`src/rtl/uart_tx_serializer.sv`:
```
// ---------------------------------------------------------------------------
// uart_tx_serializer
//
// Transmit side of the UART: pops characters from the TX FIFO one at a time
// and shifts them onto txd as start bit, 5-8 data bits (LSB first), optional
// parity and 1 / 1.5 / 2 stop bits. Line-control inputs use the 16550 LCR
// encoding. Bit timing comes from a 16x (OVERSAMPLE) baud_tick strobe.
//
// Ports
//   clk, rst            clock, asynchronous active-low reset
//   baud_tick           one-clk strobe, OVERSAMPLE per bit period
//   word_len            LCR[1:0]: 0..3 -> 5..8 data bits
//   stop_bits           LCR[2]:   0 -> 1 stop, 1 -> 1.5 (5-bit) or 2 stop
//   parity_en           LCR[3]
//   even_parity         LCR[4]
//   stick_parity        LCR[5]
//   break_ctrl          LCR[6]: holds txd low (FSM keeps running)
//   fifo_empty          FIFO empty flag
//   fifo_rd_en          one-clk pop request
//   fifo_rd_data/valid  FIFO read data, valid one clk after fifo_rd_en
//   txd                 serial line, idle high (registered)
//   tx_busy             FSM not idle (registered)
//   temt                transmitter empty: idle and FIFO empty (combinational)
// ---------------------------------------------------------------------------
module uart_tx_serializer #(
    parameter int WIDTH      = 8,
    parameter int OVERSAMPLE = 16
) (
    input  logic             clk,
    input  logic             rst,
    input  logic             baud_tick,
    input  logic [1:0]       word_len,
    input  logic             stop_bits,
    input  logic             parity_en,
    input  logic             even_parity,
    input  logic             stick_parity,
    input  logic             break_ctrl,
    input  logic             fifo_empty,
    output logic             fifo_rd_en,
    input  logic [WIDTH-1:0] fifo_rd_data,
    input  logic             fifo_rd_valid,
    output logic             txd,
    output logic             tx_busy,
    output logic             temt
);

    // Tick counter must reach the longest period: two stop bits.
    localparam int TW = $clog2(2 * OVERSAMPLE + 1);

    localparam logic [TW-1:0] BIT_TICKS    = TW'(OVERSAMPLE);
    localparam logic [TW-1:0] STOP1_TICKS  = TW'(OVERSAMPLE);
    localparam logic [TW-1:0] STOP15_TICKS = TW'(OVERSAMPLE + OVERSAMPLE / 2);
    localparam logic [TW-1:0] STOP2_TICKS  = TW'(2 * OVERSAMPLE);

    typedef enum logic [2:0] {
        S_IDLE,
        S_FETCH,
        S_START,
        S_DATA,
        S_PARITY,
        S_STOP
    } state_e;

    state_e          state_q,      state_d;
    logic [TW-1:0]   tick_cnt_q,   tick_cnt_d;
    logic [2:0]      bit_cnt_q,    bit_cnt_d;
    logic [7:0]      shreg_q,      shreg_d;
    // Frame format is captured in already-decoded form at fetch time so the
    // whole frame is immune to LCR writes made while it is on the line.
    logic [2:0]      last_bit_q,   last_bit_d;
    logic            parity_en_q,  parity_en_d;
    logic            parity_bit_q, parity_bit_d;
    logic [TW-1:0]   stop_ticks_q, stop_ticks_d;
    logic            txd_q,        txd_d;
    logic            rd_en_q,      rd_en_d;
    logic            busy_q,       busy_d;

    logic [7:0]      rd_byte;
    logic [7:0]      data_mask;
    logic [TW-1:0]   period;
    logic            bit_end;
    logic            line;

    assign rd_byte   = fifo_rd_data[7:0];
    // Only the transmitted data bits take part in the parity calculation.
    assign data_mask = 8'hFF >> (2'd3 - word_len);

    // Length of the current bit period in ticks; STOP is the only variable one.
    assign period  = (state_q == S_STOP) ? stop_ticks_q : BIT_TICKS;
    assign bit_end = baud_tick && (tick_cnt_q == period - TW'(1));

    always_comb begin
        state_d      = state_q;
        tick_cnt_d   = tick_cnt_q;
        bit_cnt_d    = bit_cnt_q;
        shreg_d      = shreg_q;
        last_bit_d   = last_bit_q;
        parity_en_d  = parity_en_q;
        parity_bit_d = parity_bit_q;
        stop_ticks_d = stop_ticks_q;
        rd_en_d      = 1'b0;
        line         = 1'b1;

        // Ticks are only counted inside bit states; a completed period
        // restarts the count for the next bit.
        if (state_q != S_IDLE && state_q != S_FETCH && baud_tick) begin
            tick_cnt_d = bit_end ? '0 : tick_cnt_q + TW'(1);
        end

        case (state_q)
            S_IDLE: begin
                if (!fifo_empty) begin
                    rd_en_d = 1'b1;
                    state_d = S_FETCH;
                end
            end

            S_FETCH: begin
                if (fifo_rd_valid) begin
                    shreg_d     = rd_byte;
                    last_bit_d  = {1'b0, word_len} + 3'd4;
                    parity_en_d = parity_en;
                    if (stick_parity) begin
                        parity_bit_d = ~even_parity;
                    end else begin
                        parity_bit_d = (^(rd_byte & data_mask)) ^ ~even_parity;
                    end
                    if (!stop_bits) begin
                        stop_ticks_d = STOP1_TICKS;
                    end else if (word_len == 2'd0) begin
                        stop_ticks_d = STOP15_TICKS;
                    end else begin
                        stop_ticks_d = STOP2_TICKS;
                    end
                    tick_cnt_d = '0;
                    bit_cnt_d  = '0;
                    state_d    = S_START;
                end
            end

            S_START: begin
                line = 1'b0;
                if (bit_end) begin
                    state_d = S_DATA;
                end
            end

            S_DATA: begin
                line = shreg_q[0];
                if (bit_end) begin
                    shreg_d   = shreg_q >> 1;
                    bit_cnt_d = bit_cnt_q + 3'd1;
                    if (bit_cnt_q == last_bit_q) begin
                        state_d = parity_en_q ? S_PARITY : S_STOP;
                    end
                end
            end

            S_PARITY: begin
                line = parity_bit_q;
                if (bit_end) begin
                    state_d = S_STOP;
                end
            end

            S_STOP: begin
                line = 1'b1;
                if (bit_end) begin
                    // Chain straight into the next character when one waits.
                    if (!fifo_empty) begin
                        rd_en_d = 1'b1;
                        state_d = S_FETCH;
                    end else begin
                        state_d = S_IDLE;
                    end
                end
            end

            default: begin
                state_d = S_IDLE;
            end
        endcase

        // txd lags the state by one clk; break overrides whatever the FSM drives.
        txd_d  = break_ctrl ? 1'b0 : line;
        busy_d = (state_d != S_IDLE);
    end

    always_ff @(posedge clk or negedge rst) begin
        if (!rst) begin
            state_q      <= S_IDLE;
            tick_cnt_q   <= '0;
            bit_cnt_q    <= '0;
            shreg_q      <= '0;
            last_bit_q   <= '0;
            parity_en_q  <= 1'b0;
            parity_bit_q <= 1'b0;
            stop_ticks_q <= STOP1_TICKS;
            txd_q        <= 1'b1;
            rd_en_q      <= 1'b0;
            busy_q       <= 1'b0;
        end else begin
            state_q      <= state_d;
            tick_cnt_q   <= tick_cnt_d;
            bit_cnt_q    <= bit_cnt_d;
            shreg_q      <= shreg_d;
            last_bit_q   <= last_bit_d;
            parity_en_q  <= parity_en_d;
            parity_bit_q <= parity_bit_d;
            stop_ticks_q <= stop_ticks_d;
            txd_q        <= txd_d;
            rd_en_q      <= rd_en_d;
            busy_q       <= busy_d;
        end
    end

    assign txd        = txd_q;
    assign fifo_rd_en = rd_en_q;
    assign tx_busy    = busy_q;
    assign temt       = (state_q == S_IDLE) && fifo_empty;

endmodule

```
`config.mk`:
```
export PLATFORM = sky130hd
export DESIGN_NAME = uart_tx_serializer
export DESIGN_NICKNAME = d
export VERILOG_FILES = /design/src/rtl/uart_tx_serializer.sv
export SDC_FILE = /design/constraint.sdc
export NUM_CORES = 1
export LEC_CHECK = 0
export BUFFER_PORTS_ARGS = -buffer_cell sky130_fd_sc_hd__buf_2
export CORE_ASPECT_RATIO = 1.2
export CORE_MARGIN = 2
export CORE_UTILIZATION = 30
export DETAILED_ROUTE_END_ITERATION = 8
export PLACE_DENSITY = 0.45
export SETUP_SLACK_MARGIN = 0.05
export SLEW_MARGIN = 20
export SYNTH_ARGS = -nofsm -noshare
export SYNTH_HDL_FRONTEND = slang
export SYNTH_SLANG_ARGS = --single-unit
```
`constraint.sdc`:
```
create_clock -name clk -period 5 [get_ports clk]
set_input_delay 0.25 -clock clk [delete_from_list [all_inputs] [get_ports clk]]
set_output_delay 0.25 -clock clk [all_outputs]
set_load 0.01 [all_outputs]
```
After elaboration in Yosys (flattened, before gate mapping)
Index checks and enable logic that the tools add are counted.
W data, S select, Z words.
{ "op_classes": {"addsub": 5, "n_eq_ne": 10, "shift": 1, "n_mux": 29, "n_bitwise": 3, "n_reduce_logical": 12} }
{ "op_table": {"columns": ["cell", "n"], "rows": [
  ["$mux W6", 7],
  ["$mux W3", 9],
  ["$pmux W3 S6", 1],
  ["$mux W8", 2],
  ["$pmux W8 S2", 1],
  ["$and A8 B8 Y8", 1],
  ["$reduce_xor A8 Y1", 1],
  ["$shr A8 B2 Y8 const A", 1],
  ["$add A6 B1 Y6 const B", 1],
  ["$eq A3 B2 Y1 const B", 2],
  ["$eq A3 B3 Y1 const B", 2],
  ["$eq A6 B6 Y1", 1],
  ["$mux W1", 6],
  ["$pmux W3 S2", 1],
  ["$reduce_bool A3 Y1", 2],
  ["$sub A6 B1 Y6 const B", 1],
  ["$logic_and A1 B1 Y1", 4],
  ["$ne A2 B2 Y1 const B", 2],
  ["$add A2 B3 Y3 const B", 1],
  ["$add A3 B1 Y3 const B", 1],
  ["$eq A3 B1 Y1 const B", 1],
  ["$eq A3 B3 Y1", 1],
  ["$logic_not A3 Y1", 1],
  ["$ne A3 B1 Y1 const B", 1],
  ["9 further kinds", 9]
]} }
{ "word_totals": {"register_bits": 34, "input_bits": 20, "output_inout_bits": 4, "elab_cells": 71} }

Depth between registers and ports, before layout
{ "logic_depth": {"word_depth": 9, "depth_mapped": 11, "ltp_nobuf": 9} }

Worst setup path before layout
Ideal clock, no wire load.
{ "synth_timing": {"kind": "reg2reg", "from": "register state_q[2]", "to": "register state_q[0]", "setup_ns": 0.131, "t_arrival_ns": 2.200, "required_ns": 4.869, "setup_slack_ns": 2.669, "stages_incl_launch_ff": 11, "n_path_buf": 1, "path_cell_list": "dfrtp_1 -> buf_2 -> nor2b_1 -> nand2_1 -> nor2_1 -> ha_1 -> xnor2_1 -> nor2_1 -> and3_4 -> a311oi_1 -> or3_1"} }
{ "synth_via": {"elab_chain_len": 7, "elab_cells_between_ends": 15, "classes_between": "1 x add/sub; 6 x eq/ne; 6 x mux; 2 x reduce/logical"} }
{ "synth_rtl": {"columns": ["item", "line", "text"], "rows": [
  ["start, declared", "64", "state_e state_q, state_d;"],
  ["start signal, assigned", "203", "state_q <= state_d;"],
  ["$eq A3 B3 Y1", "89, 110", null],
  ["$mux W6", "89", "assign period = (state_q == S_STOP) ? stop_ticks_q : BIT_TICKS;"],
  ["$sub A6 B1 Y6", "90", "assign bit_end = baud_tick && (tick_cnt_q == period - TW'(1));"],
  ["$eq A6 B6 Y1", "90", null],
  ["$logic_and A1 B1 Y1", "90", null],
  ["$mux W3, on equally long branches", null, null],
  ["$pmux W3 S6 (*)", "110", "case (state_q)"],
  ["net state_d[0]", "64", null]
]} }
The timed path passes the listed nets; every way through them passes the cells marked *.
A chain may end at the register's enable or synchronous reset.

Final worst setup path
{ "layout_timing": {"from": "register state_q[2]", "to": "register bit_cnt_q[2]"} }
{ "layout_via": {"elab_chain_len": 7, "elab_cells_between_ends": 12, "classes_between": "1 x add/sub; 6 x eq/ne; 2 x mux; 3 x reduce/logical"} }
{ "layout_rtl": {"columns": ["item", "line", "text"], "rows": [
  ["$eq A3 B3 Y1", "89", null],
  ["$mux W6", "89", null],
  ["$sub A6 B1 Y6", "90", null],
  ["$eq A6 B6 Y1", "90", null],
  ["$logic_and A1 B1 Y1", "90", null],
  ["$ne A2 B2 Y1 (no source line)", null, null],
  ["$reduce_and A3 Y1 (no source line)", null, null],
  ["end signal, assigned", "205", "bit_cnt_q <= bit_cnt_d;"],
  ["end, declared", "66", "logic [2:0] bit_cnt_q, bit_cnt_d;"]
]} }
Parallel ways exist; a longest one is shown, timed or not.

==> flow_summary.ini <==
[timing]
hold_ws_ns = 0.0294
slew_headroom = 0.518
rsz0062_at_grt = no
hold_viol = 0
drv_slew = 0
setup_violations = 0
fin_crit_sh = 0.577
min_period_ns = 2.89
fin_tns_setup_ns = 0
max_freq_mhz = 346
max_slew.worst_pin.slew_ns = 0.723
skew_ns = 0.00378

[placed_design]
place.gp.congestion = 0.803
io_buffers = 23
dp_hpwl_um = 2820

[power]
p_seq_frac = 0.475
p_switching_uw = 344
p_int_uw = 593
ir_drop_mv = 0.166
p_leak_uw = 0.000936
switching_share = 0.367
clkPwrFrac = 0.192
p_per_area_nw_per_um2 = 478
combPwrFrac = 0.333
total_power_uw = 936

[yosys]
yosysSeqAreaShare = 0.453
post-synth-top-area-cell = dfrtp_1
synth_top_area_frac = 0.422
synth-main-ff-cell = dfrtp_1
synth_most_common_cell = dfrtp_1
synth-async-reset-ratio = 1.00
synthDistinctLibCells = 44
ys_warn_count = 0
netlist_top_cells_count = 29 x dfrtp_1, 19 x nand2_1, 16 x nor2_1
yosys-top-cells-area = dfrtp_1 42%, mux2i_1 5.2%, nand2_1 4.1%
synth_nets = 194
syn-cell-area_um2 = 1720
syn_inst = 171
synth_edf_count = 0
ys_ff_latch = 31
syn_area_per_cell_um2 = 10.1

[grt]
antenna_found_initial = 0
grt_pass1_vias = 1444
grt_max_degree = 32
grt_pass1_wl_um = 6690
grt_usage = 0.137
grt_overflow = 0

[detailed_routing]
via_count = 1315
via_per_inst = 5.08
drc = 0
ant_nets = 0
firstDrtPassIters = 4
wl_um = 3830
wl_per_cell_um = 14.8
drt_iter0_drc = 97

[clocking]
clock_latency_ns = 0.27
cts_resized = 0
cts_tree = built
cts_root_buf = clkbuf_8
clock_path_buffers = 2
cts_num_sinks = 31
htreeDepth = 2
path_clk_slew_ns = 0.06
postCtsHoldBufs = 0
post-cts-setup-buffers = 0
numCtsBuffers = 5

[cells_and_area]
antenna_cells = 0
postLayoutCoreUtil = 0.351
nNetsFinal = 218
fill_cells = 564
post_route_cells_drive_above_1_share = 0.195
areaGrowthSynthToFinish_pct = 14.0

[run]
cap_violations = 0

[worst_setup_path]
startpoint_type = register
worstReg2RegStart = state_q[2]
cp_max_fo = 14
cp.required_ns = 5.19
path_common_cell = nor2_1
criticalPathCategory = reg2reg
crit_chain = nor2b_1, nand2_1, nor2_1, ha_1, xnor2_1, nor2_1, nand4_1, or3_1, a21oi_1
slowest_delay_ns = 0.65
arrival_ns = 3.08
end_kind = register
slowest_stage = dfrtp_1
critPathLaunch = state_q[2]

[hold_path]
hp-class = in2async

[floorplanning]
core-area_um2 = 5590
row_count = 30
fp.dieArea_um2 = 6350
ios = 24
dieWidth_um = 73.1
start_util = 0.307
die_h_um = 86.9

[outcome]
status = completed
power by group through the flow:
stage / Sequential [µW] / Clock [µW] / Combinational (µW)
after floorplan: 409 / 0 / 268
after global placement: 447 / 0 / 308
after detailed placement: 449 / 0 / 315
after CTS: 444 / 190 / 317
after global routing: 460 / 197 / 359
final: 445 / 180 / 312
metal layers:
layer | vias up | wire [µm] | GRT usage
li1 | 652 | - | -
met1 | 630 | 1770 | 0.172
met2 | 24 | 1850 | 0.224
met3 | 9 | 117 | 0.0313
met4 | 0 | 89 | 0.0589
met5 | - | 0 | 0
metrics by stage:
stage	instance area, µm²	worst slack, ns	std cells
finish	1960	2.11	259
global route	1960	1.82	259
CTS	1960	2.13	259
detailed placement	1880	2.15	252
global placement	1880	2.32	252
floorplan	1720	2.67	171
path summary, 6_finish.rpt:
path	to	slack (ns)	cells past startpoint
max in group asynchronous	shreg_q[2]	4.51	1
min reg2reg	parity_en_q	0.50	2
max reg2reg	bit_cnt_q[2]	2.11	9
min in group clk	txd	0.10	2
min	tick_cnt_q[3]	0.03	1
max	bit_cnt_q[2]	2.11	9
cell usage in the layout (no fill, tap or decap), types with 3 or more instances in the layout:
| master | Yosys | layout |
|---|---|---|
| ha_1 | 3 | 3 |
| mux2i_1 | 9 | 9 |
| xor2_1 | 7 | 7 |
| buf_2 | 3 | 23 |
| and4_1 | 3 | 3 |
| nand4_1 | 4 | 4 |
| xnor2_1 | 7 | 7 |
| nor2_1 | 16 | 16 |
| and3_1 | 3 | 3 |
| a211oi_1 | 3 | 3 |
| nand2b_1 | 3 | 3 |
| clkbuf_8 | 0 | 5 |
| nand2_1 | 19 | 19 |
| nand3_1 | 11 | 11 |
| inv_1 | 3 | 3 |
| o21ai_0 | 13 | 13 |
| dfrtp_1 | 29 | 29 |
| a21oi_1 | 3 | 3 |
cell type report:
cell class              count  area, µm²  share of cell area
well taps                  64       80.1              0.0408
flip-flops and latches     31        778               0.397
clock buffers               7       76.3              0.0389
inverters                   3       11.3             0.00574
repair buffers             23        115              0.0587
multi-input cells         131        900               0.459
worst max-delay path: cells and delay by family (launching register included):
kind                     cells  cell delay, ns
AO/OA/AOI/OAI                1            0.16
XOR/XNOR                     1            0.13
adder cells (fa/ha/maj)      1            0.24
flip-flops                   1            0.65
AND/OR/NAND/NOR              6            1.62
flip-flops by register name, indices dropped and copies added (netlist names):
name,flops
bit_cnt_q,3
fifo_rd_en,1
last_bit_q,3
parity_bit_q,1
parity_en_q,1
shreg_q,8
state_q,3
stop_ticks_q,3
tick_cnt_q,6
tx_busy,1
txd,1
cells by family after synthesis:
logic type,after synthesis,share of synthesized area
DFF,31,0.453
buffers and inverters,9,0.0240
and+or+nand+nor,74,0.242
AOI/OAI and AO/OA,28,0.104
adders and majority gates,3,0.0218
xor gates and xnor gates,17,0.103
muxes,9,0.0524
No activity file was read; power rests on OpenSTA's default activity.
